==> src/rtl/ar_id_allocator.sv <==
// Read-request ID allocator: binds original IDs to table rows, issues {row,col} uids
// in per-row wrap-around order, reclaims them on free, and maps uids back to IDs.
module ar_id_allocator #(
  parameter int unsigned ID_WIDTH        = 4,
  parameter int unsigned MAX_OUTSTANDING = 16,
  parameter int unsigned NUM_ROWS        = MAX_OUTSTANDING,
  parameter int unsigned NUM_COLS        = MAX_OUTSTANDING,
  localparam int unsigned ROW_W          = $clog2(NUM_ROWS),
  localparam int unsigned COL_W          = $clog2(NUM_COLS),
  localparam int unsigned UID_W          = ROW_W + COL_W
) (
  input  logic                clk,
  input  logic                rst,
  input  logic                ar_in_valid,
  output logic                ar_in_ready,
  input  logic [ID_WIDTH-1:0] ar_in_id,
  output logic                ar_out_valid,
  input  logic                ar_out_ready,
  output logic [UID_W-1:0]    ar_out_uid,
  input  logic                free_req,
  input  logic [UID_W-1:0]    free_uid,
  input  logic [UID_W-1:0]    lookup_uid,
  output logic [ID_WIDTH-1:0] restored_id,
  output logic                free_err,
  output logic                full
);

  localparam int unsigned CNT_W = $clog2(NUM_COLS + 1);

  logic [NUM_ROWS-1:0] r_row_valid;
  logic [ID_WIDTH-1:0] r_row_id    [NUM_ROWS];
  logic [COL_W-1:0]    r_alloc_idx [NUM_ROWS];
  logic [CNT_W-1:0]    r_out_cnt   [NUM_ROWS];
  logic                r_out_valid;
  logic [UID_W-1:0]    r_out_uid;
  logic                r_free_err;
  logic                r_full;
  logic                r_live;

  logic                w_hit;
  logic [ROW_W-1:0]    w_hit_row;
  logic                w_free_avail;
  logic [ROW_W-1:0]    w_free_row;
  logic [ROW_W-1:0]    w_sel_row;
  logic                w_alloc_ok;
  logic                w_accept;
  logic [ROW_W-1:0]    w_rel_row;
  logic                w_rel_ok;
  logic                w_rel_bad;
  logic [NUM_ROWS-1:0] w_acc_vec;
  logic [NUM_ROWS-1:0] w_rel_vec;
  logic                w_full_c;
  logic                w_unused_cols;

  // Row select: ID hit first, else lowest unbound row.
  always_comb begin
    w_hit        = 1'b0;
    w_hit_row    = '0;
    w_free_avail = 1'b0;
    w_free_row   = '0;
    for (int i = 0; i < int'(NUM_ROWS); i++) begin
      if (r_row_valid[i] && (r_row_id[i] == ar_in_id)) begin
        w_hit     = 1'b1;
        w_hit_row = ROW_W'(i);
      end
    end
    for (int i = int'(NUM_ROWS) - 1; i >= 0; i--) begin
      if (!r_row_valid[i]) begin
        w_free_avail = 1'b1;
        w_free_row   = ROW_W'(i);
      end
    end
  end

  assign w_sel_row   = w_hit ? w_hit_row : w_free_row;
  assign w_alloc_ok  = w_hit ? (r_out_cnt[w_hit_row] < CNT_W'(NUM_COLS)) : w_free_avail;
  assign ar_in_ready = r_live && w_alloc_ok && (!r_out_valid || ar_out_ready);
  assign w_accept    = ar_in_valid && ar_in_ready;

  // Column bits of free/lookup uids are intentionally ignored.
  assign w_rel_row     = free_uid[UID_W-1:COL_W];
  assign w_rel_ok      = free_req && (r_out_cnt[w_rel_row] != '0);
  assign w_rel_bad     = free_req && (r_out_cnt[w_rel_row] == '0);
  assign w_unused_cols = ^{free_uid[COL_W-1:0], lookup_uid[COL_W-1:0]};

  always_comb begin
    w_acc_vec = '0;
    w_rel_vec = '0;
    w_full_c  = &r_row_valid;
    for (int i = 0; i < int'(NUM_ROWS); i++) begin
      w_acc_vec[i] = w_accept && (w_sel_row == ROW_W'(i));
      w_rel_vec[i] = w_rel_ok && (w_rel_row == ROW_W'(i));
      if (r_out_cnt[i] != CNT_W'(NUM_COLS)) begin
        w_full_c = 1'b0;
      end
    end
  end

  // Per-row binding, column pointer and outstanding count.
  always_ff @(posedge clk or negedge rst) begin
    if (!rst) begin
      r_row_valid <= '0;
      for (int i = 0; i < int'(NUM_ROWS); i++) begin
        r_row_id[i]    <= '0;
        r_alloc_idx[i] <= '0;
        r_out_cnt[i]   <= '0;
      end
    end else begin
      for (int i = 0; i < int'(NUM_ROWS); i++) begin
        if (w_acc_vec[i] && !w_rel_vec[i]) begin
          r_out_cnt[i] <= r_out_cnt[i] + CNT_W'(1);
        end else if (w_rel_vec[i] && !w_acc_vec[i]) begin
          r_out_cnt[i] <= r_out_cnt[i] - CNT_W'(1);
        end
        if (w_acc_vec[i]) begin
          r_alloc_idx[i] <= (r_alloc_idx[i] == COL_W'(NUM_COLS - 1)) ? '0
                                                                     : r_alloc_idx[i] + COL_W'(1);
          r_row_valid[i] <= 1'b1;
          if (!r_row_valid[i]) begin
            r_row_id[i] <= ar_in_id;
          end
        end else if (w_rel_vec[i] && (r_out_cnt[i] == CNT_W'(1))) begin
          r_row_valid[i] <= 1'b0;
        end
      end
    end
  end

  // Output register stage, status flags and post-reset enable.
  always_ff @(posedge clk or negedge rst) begin
    if (!rst) begin
      r_out_valid <= 1'b0;
      r_out_uid   <= '0;
      r_free_err  <= 1'b0;
      r_full      <= 1'b0;
      r_live      <= 1'b0;
    end else begin
      r_live <= 1'b1;
      r_full <= w_full_c;
      if (w_rel_bad) begin
        r_free_err <= 1'b1;
      end
      if (w_accept) begin
        r_out_valid <= 1'b1;
        r_out_uid   <= {w_sel_row, r_alloc_idx[w_sel_row]};
      end else if (ar_out_ready) begin
        r_out_valid <= 1'b0;
      end
    end
  end

  assign ar_out_valid = r_out_valid;
  assign ar_out_uid   = r_out_uid;
  assign free_err     = r_free_err;
  assign full         = r_full;
  assign restored_id  = r_row_id[lookup_uid[UID_W-1:COL_W]];

endmodule

==> config.mk <==
export PLATFORM = sky130hd
export DESIGN_NAME = ar_id_allocator
export DESIGN_NICKNAME = d
export VERILOG_FILES = /design/src/rtl/ar_id_allocator.sv
export SDC_FILE = /design/constraint.sdc
export NUM_CORES = 1
export LEC_CHECK = 0
export ABC_AREA = 0
export CAP_MARGIN = 20
export CORE_ASPECT_RATIO = 1.25
export CORE_MARGIN = 3
export CORE_UTILIZATION = 30
export DETAILED_ROUTE_END_ITERATION = 8
export GPL_TIMING_DRIVEN = 1
export SLEW_MARGIN = 20
export SYNTH_ARGS = -nofsm -noshare
export SYNTH_HDL_FRONTEND = slang
export SYNTH_SLANG_ARGS = --single-unit
export TNS_END_PERCENT = 20
==> constraint.sdc <==
create_clock -name clk -period 8.2 [get_ports clk]
set_input_delay 1.64 -clock clk [delete_from_list [all_inputs] [get_ports clk]]
set_output_delay 1.64 -clock clk [all_outputs]
set_load 0.03 [all_outputs]
Yosys cells after proc, flatten, opt, wreduce, memory -nomap -nowiden
Index checks and enable logic that the tools add are counted.
- bitwise logic cells: 20
- add/sub/neg operators: 48
- order comparisons: 5
- equality and inequality tests: 94
- mux-type cells: 175
- reduce and logical (&&, ||, !) cells: 189
- operator list (cell ; count):
    4-bit 2-to-1 mux ; 51
    5-bit 2-to-1 mux ; 36
    4-bit equality test (second input constant) ; 32
    1-bit logical AND ; 101
    1-bit 2-to-1 mux ; 84
    5-bit by 1-bit adder with 5-bit output (second input constant) ; 16
    5-bit by 1-bit equality test with 1-bit output (second input constant) ; 16
    5-bit inequality test (second input constant) ; 16
    5-bit by 1-bit subtractor with 5-bit output (second input constant) ; 16
    2-bit nonzero test ; 33
    4-bit by 1-bit adder with 4-bit output (second input constant) ; 16
    4-bit equality test ; 16
    5-bit binary-select mux with 4-bit select ; 2
    1-bit logical NOT ; 33
    4-bit binary-select mux with 4-bit select ; 2
    4-bit by 3-bit equality test with 1-bit output (second input constant) ; 8
    2-bit AND reduction ; 16
    5-bit greater-or-equal comparator (second input constant) ; 4
    4-bit inverter with 5-bit output ; 4
    4-bit by 2-bit equality test with 1-bit output (second input constant) ; 4
    1-bit inverter ; 16
    16-bit AND reduction ; 1
    4-bit by 1-bit equality test with 1-bit output (second input constant) ; 2
    4-bit logical NOT ; 2
    other kinds (4) ; 4
- register bits: 236
- input port bits: 25

Depth between registers and ports, before layout
- depth in word-level cells: 31
- mapped depth: 22
- mapped depth without buffers: 16

Worst setup path before layout
OpenSTA, ideal clock, no wires.
- path kind: input -> output
- start: input port ar_in_id[1]
- end: output port ar_in_ready
- stages on the path: 15
- arrival time: 5.009 ns
- data required time: 6.560 ns
- slack: 1.551 ns
- cell sequence: buf_6 -> buf_12 -> xor2_1 -> nor4_2 -> a21oi_1 -> a21oi_1 -> o21a_1 -> buf_4 -> mux4_2 -> nor2_2 -> a21oi_2 -> buf_2 -> buf_6 -> buf_2 -> nor3_1
- cells in the longest elaborated chain, start to end: 25
- ends and longest elaborated chain (item ; line ; source):
    start: declaration ; 16 ; input logic [ID_WIDTH-1:0] ar_in_id,
    4-bit equality test ; 62 ; if (r_row_valid[i] && (r_row_id[i] == ar_in_id)) begin
    1-bit logical AND ; 62 ;
    1-bit 2-to-1 mux ; 62 ;
    4-bit 2-to-1 mux (14 in series) ; 62 ;
    4-bit inverter with 5-bit output (not written as such) ; 76 ; assign w_alloc_ok = w_hit ? (r_out_cnt[w_hit_row] < CNT_W'(NUM_COLS)) : w_free_avail;
    5-bit binary-select mux with 4-bit select ; 76 ;
    5-bit 2-to-1 mux (not written as such) (2 in series) ; 76 ;
    5-bit less-than comparator ; 76 ;
    1-bit 2-to-1 mux (*) ; 76 ;
    1-bit logical AND (*) (2 in series) ; 77 ; assign ar_in_ready = r_live && w_alloc_ok && (!r_out_valid || ar_out_ready);
    end: declaration ; 15 ; output logic ar_in_ready,
Every way passes the cells marked *; elsewhere a longest branch is shown, timed or not. The select of a mux whose other input is x is not followed.

Worst setup path in the final report
- start: input port ar_in_id[2]
- end: output port ar_in_ready
The elaborated chain is that of the path after synthesis.

==> results.sh <==
export IMPL_io_buffer_count=32
export IMPL_dp_cells=2131
export IMPL_cts_repair_resized=0
export IMPL_routed_wl_met2_um=20300
export IMPL_synth_area_um2=15100
export IMPL_gp_congestion=0.920
export IMPL_cts_root_buf="clkbuf_16"
export IMPL_insertion_delay_ns=0.56
export IMPL_grt_total_usage=0.153
export IMPL_synth_nets=1584
export IMPL_routed_wl_um=40700
export IMPL_maxSlewHeadroom=0.330
export IMPL_hold_path_end="free_err"
export IMPL_synthFlopType="dfrtp_1"
export IMPL_yosys_area_top_type_share=0.392
export IMPL_synth_edf_count=0
export IMPL_drtIter0Drc=769
export IMPL_multi_input_area_um2=8550
export IMPL_ys_top_cells_by_area="dfrtp_1 (39%), ha_1 (7.9%), xor2_1 (5.9%)"
export IMPL_final_layout_size_suffix_gt1_frac=0.137
export IMPL_fill_cells=4980
export IMPL_path_class="in -> out"
export IMPL_fp_dieW_um=207
export IMPL_status="finished clean"
export IMPL_drtAntennaViolNets=0
export IMPL_critPathSlowestCell="clkdlybuf4s50_1"
export IMPL_r2r_slack_ns=3.45
export IMPL_cts_hold_buf=0
export IMPL_leakagePower_nw=7.61
export IMPL_drv_slew=0
export IMPL_ioPinCount=41
export IMPL_power_total_mw=6.25
export IMPL_worst_hold_startpoint="free_err"
export IMPL_max_slew_worst_pin_slew_ns=1.01
export IMPL_dpl_cell_area_um2=16200
export IMPL_remaining_drc_errors=0
export IMPL_finish_instance_area_um2=17000
export IMPL_hold_class="reg -> reg"
export IMPL_antenna_found_initial=3
export IMPL_arrival_ns=5.71
export IMPL_timing_fmax_mhz=136
export IMPL_cpMostUsedCell="buf_4"
export IMPL_wl_per_cell_um=18.7
export IMPL_place_ws_ns=0.925
export IMPL_crit_path_max_fanout=17
export IMPL_timing_rr_end="r_out_cnt[74]"
export IMPL_vias=11300
export IMPL_num_rows=91
export IMPL_synthArstFlopShare=1.00
export IMPL_crit_chain="clkdlybuf4s50_1 > buf_4 > xnor2_1 > nand3_1 > o22ai_1 > nor3b_2 > o21a_4 > a2111oi_0 > mux2i_1 > nand2_2 > a21oi_4 > nor3_1 > buf_4 > buf_12"
export IMPL_period_share=0.897
export IMPL_post_cts_buffers=0
export IMPL_clkTransAtPathRegs_ns=0.06
export IMPL_worst_path_largest_cell_delay_ns=1.06
export IMPL_irDropWorstVdd_uv=205
export IMPL_startpoint_type="input pin"
export IMPL_avgSynthCellArea_um2=10.3
export IMPL_required_ns=6.56
export IMPL_hold_viol_final=0
export IMPL_cap_violations=0
export IMPL_vias_per_cell=5.20
export IMPL_r2r_cells=15
export IMPL_post_route_util=0.344
export IMPL_dp_hpwl_um=30800
export IMPL_rsz0062_at_grt="no"
export IMPL_die_h_um=257
export IMPL_synth_cell_types=88
export IMPL_grt_pass1_vias=11300
export IMPL_end_kind="output pin"
export IMPL_core_area_um2=49500
export IMPL_numCtsBuffers=27
export IMPL_grt_pass1_wl_um=64700
export IMPL_met3_length_um=1510
export IMPL_grt_max_degree=123
export IMPL_r2r_start="r_row_id[24]"
export IMPL_clock_path_buffers=3
export IMPL_top_layer_used="met5"
export IMPL_synth_top_cell_by_area="dfrtp_1"
export IMPL_synth_cells=1464
export IMPL_ff_latch_area_um2=5910
export IMPL_layout_area_overhead_vs_synth_pct=12.9
export IMPL_ys_seq_area_frac=0.392
export IMPL_wl_met1_um=17300
export IMPL_finalSetupTns_ns=0
export IMPL_start_util=0.304
export IMPL_powerDensity_nw_per_um2=367
export IMPL_fin_cells=2181
export IMPL_overflow=0
export IMPL_drt_pass1_iter_count=5
export IMPL_dieArea_um2=53000
export IMPL_ys_ff_latch=236
export IMPL_finClkSkew_ns=0.0261
export IMPL_hold_depth=1
export IMPL_cts_tree="built"
export IMPL_hold_worst_slack_ns=0.454
export IMPL_setup_viol=0
export IMPL_htree_levels=1
export IMPL_min_period_ns=7.35
export IMPL_nNetsFinal=1629
export IMPL_fin_ws_ns=0.848
export IMPL_yosysWarnings=0
export IMPL_cts_sinks=236
==> placed cells by master (no fill, tap or decap), types with 15 or more instances in the layout <==
cell type and instances:
nor3_1 30, clkbuf_16 27, mux2i_1 34, or3_1 18
a21oi_1 67, a31oi_1 20, xnor2_1 54, xor2_1 102
o21ai_0 45, nand3_1 34, mux4_2 22, nor2_1 65
nor4_1 21, nand2_1 145, o41ai_1 17, mux2_2 61
ha_1 95, o31ai_1 15, clkdlybuf4s50_1 29, buf_4 34
inv_1 82, dfrtp_1 236, nand4_1 51, mux2_1 20
==> logic make-up (layout without fill, tap and decap cells) <==
kind of cell | count (synthesis) | count (layout) | share of synthesized area
other | 1 | 3 | 0.000249
adder cells (fa/ha/maj) | 95 | 95 | 0.0788
buffers and inverters | 132 | 196 | 0.0422
XOR/XNOR | 156 | 156 | 0.0906
multiplexers | 150 | 150 | 0.129
AO/OA/AOI/OAI | 228 | 228 | 0.0994
AND/OR/NAND/NOR | 466 | 466 | 0.168
flip-flops | 236 | 236 | 0.392
==> cell usage after synthesis (7+ instances only) <==
cell type,instances
nor4_1,21
nor3_1,30
a311oi_1,9
o21ai_0,45
buf_4,7
inv_1,82
or4_1,13
nand4b_1,8
nor2_1,65
buf_2,8
o22ai_1,8
ha_1,95
mux2_2,61
mux2_1,20
o31ai_1,15
dfrtp_1,236
clkbuf_1,21
a31oi_1,20
nand3b_1,14
xnor2_1,54
nand4_1,51
mux2i_1,34
nand2_1,145
xor2_1,102
a21o_1,7
nor2b_1,8
o41ai_1,17
mux4_2,22
nand3_1,34
and2_1,10
buf_6,8
or3_1,18
a21oi_1,67
mux2_4,12
==> critical path: cells and delay by family <==
kind	cells	cell delay, ns
AOI/OAI and AO/OA	4	1.30
xor gates and xnor gates	1	0.13
buffers and inverters	4	1.66
muxes	1	0.23
and+or+nand+nor	4	0.73
==> worst max path at each step <==
stage                start     endpoint  slack (ns)  depth (start not counted)
6_report       ar_in_id[2]  ar_in_ready        0.85                         14
5_1_grt        ar_in_id[2]  ar_in_ready        0.62                         14
4_1_cts        ar_in_id[2]  ar_in_ready        0.92                         14
3_5_place_dp   ar_in_id[2]  ar_in_ready        0.93                         14
3_3_place_gp   ar_in_id[2]  ar_in_ready        1.06                         14
2_1_floorplan  ar_in_id[1]  ar_in_ready        1.55                         15
==> state kept, by name (all words and copies together) (netlist names) <==
name	flops
free_err	1
r_live	1
r_alloc_idx	64
ar_out_uid	8
r_row_valid	16
r_out_cnt	80
full	1
ar_out_valid	1
r_row_id	64
==> power by group <==
group | switching [mW] | leakage, nW | total, mW | internal (mW)
combinational | 1.77 | 4.18 | 2.98 | 1.21
clock | 0.502 | 0.413 | 1.19 | 0.692
sequential | 0.539 | 3.02 | 2.08 | 1.54
total | 2.81 | 7.61 | 6.25 | 3.44
==> per-layer routing <==
layer  global-route usage  up-vias
li1                     -     5400
met1                0.192     5625
met2                0.266      240
met3               0.0193       68
met4               0.0606        2
met5                    0        -
==> layout make-up <==
class | count | area share
Multi-Input combinational cell | 1096 | 0.502
Sequential cell | 236 | 0.347
Tap cell | 651 | 0.0479
Clock buffer | 42 | 0.0465
Timing Repair Buffer | 66 | 0.0344
Inverter | 82 | 0.0181
Clock inverter | 6 | 0.00375
Antenna cell | 2 | 0.000294
(Power assumes the default switching activity.)
==> edit: new RTL, same flow settings <==
`ID_WIDTH`: 4 -> 5.
--- a/src/rtl/ar_id_allocator.sv
+++ b/src/rtl/ar_id_allocator.sv
@@ -2,5 +2,5 @@
 // in per-row wrap-around order, reclaims them on free, and maps uids back to IDs.
 module ar_id_allocator #(
-  parameter int unsigned ID_WIDTH        = 4,
+  parameter int unsigned ID_WIDTH        = 5,
   parameter int unsigned MAX_OUTSTANDING = 16,
   parameter int unsigned NUM_ROWS        = MAX_OUTSTANDING,
Interface: changed (resized ar_in_id and restored_id); port bits go from 41 to 43. No check against the original RTL was run, so the function may have changed too.
==> edit against the unedited design <==
- sequential cell count up 16
- non-clock buffer count rose by 4
- final area is 4.1% higher
- combinational power fell by 33%
- synthesized area up 3.0%
- wire length rose by 1.6%
- total power fell by 13%
- fmax is 1.1% lower
- worst setup slack got worse by 0.083 ns
- critical endpoint unchanged
- largest power group is now sequential cells
==> edit: results (changes against the unedited design) <==
[status]
outcome=completed  ; unchanged

[routing]
via_per_inst=5.26  ; was 5.20
drt_iter0_markers=730  ; was 769
post_drt_wl_per_cell_um=18.9  ; was 18.7 µm
first_pass_iters=6  ; was 5

[placed_design]
placed_area_mm2=0.0167  ; was 0.0162 mm²
dpl.hpwl_um=30900  ; was 30800 µm
post-place-ws_ns=0.703  ; was 0.925 ns
portBuffers=34  ; was 32
place.gp.congestion=0.879  ; was 0.920

[synthesis]
synthCells=1463  ; was 1464
synth_commonest_cells=dfrtp_1, xor2_1, nand2_1  ; was dfrtp_1, nand2_1, xor2_1
yosys-top-cells-area=dfrtp_1, ha_1, mux2_2, xor2_1, mux4_2  ; was dfrtp_1, ha_1, xor2_1, mux2_2, nand2_1
synthDistinctLibCells=71  ; was 88
ys_seq_area_frac=0.406  ; was 0.392

[grt]
grt_pass1_wl_um=65500  ; was 64700 µm
antenna_found_initial=0  ; was 3
grt_use_met2=0.257  ; was 0.266
grt_pass1_vias=11636  ; was 11.3k
grt_usage=0.149  ; was 0.153
use_met1=0.184  ; was 0.192
grt_util_met3=0.0238  ; was 0.0193

[cells_and_area]
fillers=5042  ; was 4980
antenna_cells=0  ; was 2
drive_gt1_frac=0.157  ; was 0.137
top_regs=r_out_cnt (80), r_row_id (80), r_alloc_idx (64)  ; was r_out_cnt (80), r_alloc_idx (64), r_row_id (64)
stdcell_count=2195  ; was 2181

[clock_tree]
ctsResizeCount=0  ; unchanged
cts-buffers-inserted=29  ; was 27

[sta]
tightest_slew_ns=1.15  ; was 1.01 ns

[setup_path]
cp.arrival_ns=5.79  ; was 5.71 ns
crit_family=simple AND/OR/NAND/NOR gates  ; was buffers and inverters
crit_slowest_cell=clkdlybuf4s50_1  ; unchanged

[power]
p_leak_nw=7.99  ; was 7.61 nW
power.density_mw_per_mm2=307  ; was 367 mW/mm²

==> edit: cell count changes after synthesis, sizes merged, moves of 9 or more <==
cell / delta
a21oi: -22
mux2: +13
dfrtp: +16
mux2i: +15
nor4: +10
xor2: +13
inv: -22
o41ai: -13
nand2b: +11
o21ai: +9
nand2: -39
==> edit: power by group <==
group | leakage [nW] | switching, mW | internal [mW] | total [mW]
Sequential | 3.29 | 0.504 | 1.58 | 2.09
Combinational | 4.20 | 1.10 | 0.911 | 2.01
Clock | 0.495 | 0.533 | 0.808 | 1.34
Total | 7.99 | 2.14 | 3.30 | 5.44
==> edit: final cells by class <==
type / instances / area share
Multi-Input combinational cell: 1104 / 0.494
Sequential cell: 252 / 0.356
Timing Repair Buffer: 70 / 0.0360
Clock inverter: 12 / 0.00784
Clock buffer: 39 / 0.0476
Tap cell: 658 / 0.0464
Inverter: 60 / 0.0127
==> edit: metal layers <==
layer  share of wire  up-vias
li1                -     5410
met4           0.051        0
met1            0.42     5738
met3           0.046      100
met5               0        -
met2            0.48      296
==> edit: final timing paths <==
check                               from       endpoint  slack (ns)  cells past startpoint
setup / recovery             ar_in_id[4]    ar_in_ready        0.77                     13
hold / removal             ar_out_uid[1]  ar_out_uid[1]        0.48                      2
setup reg to reg             r_row_id[4]    r_row_id[8]        3.35                      9
hold reg to reg            ar_out_uid[1]  ar_out_uid[1]        0.48                      2
max in group asynchronous            rst  r_out_cnt[20]        5.70                      2
min in group asynchronous            rst   r_row_id[44]        1.05                      1
==> edit: logic make-up after synthesis <==
| logic type | synth area share |
|---|---|
| and+or+nand+nor | 0.152 |
| AOI/OAI and AO/OA | 0.0880 |
| DFF | 0.406 |
| adders and majority gates | 0.0765 |
| xor gates and xnor gates | 0.0992 |
| other | 0.000241 |
| buffers and inverters | 0.0309 |
| muxes | 0.147 |
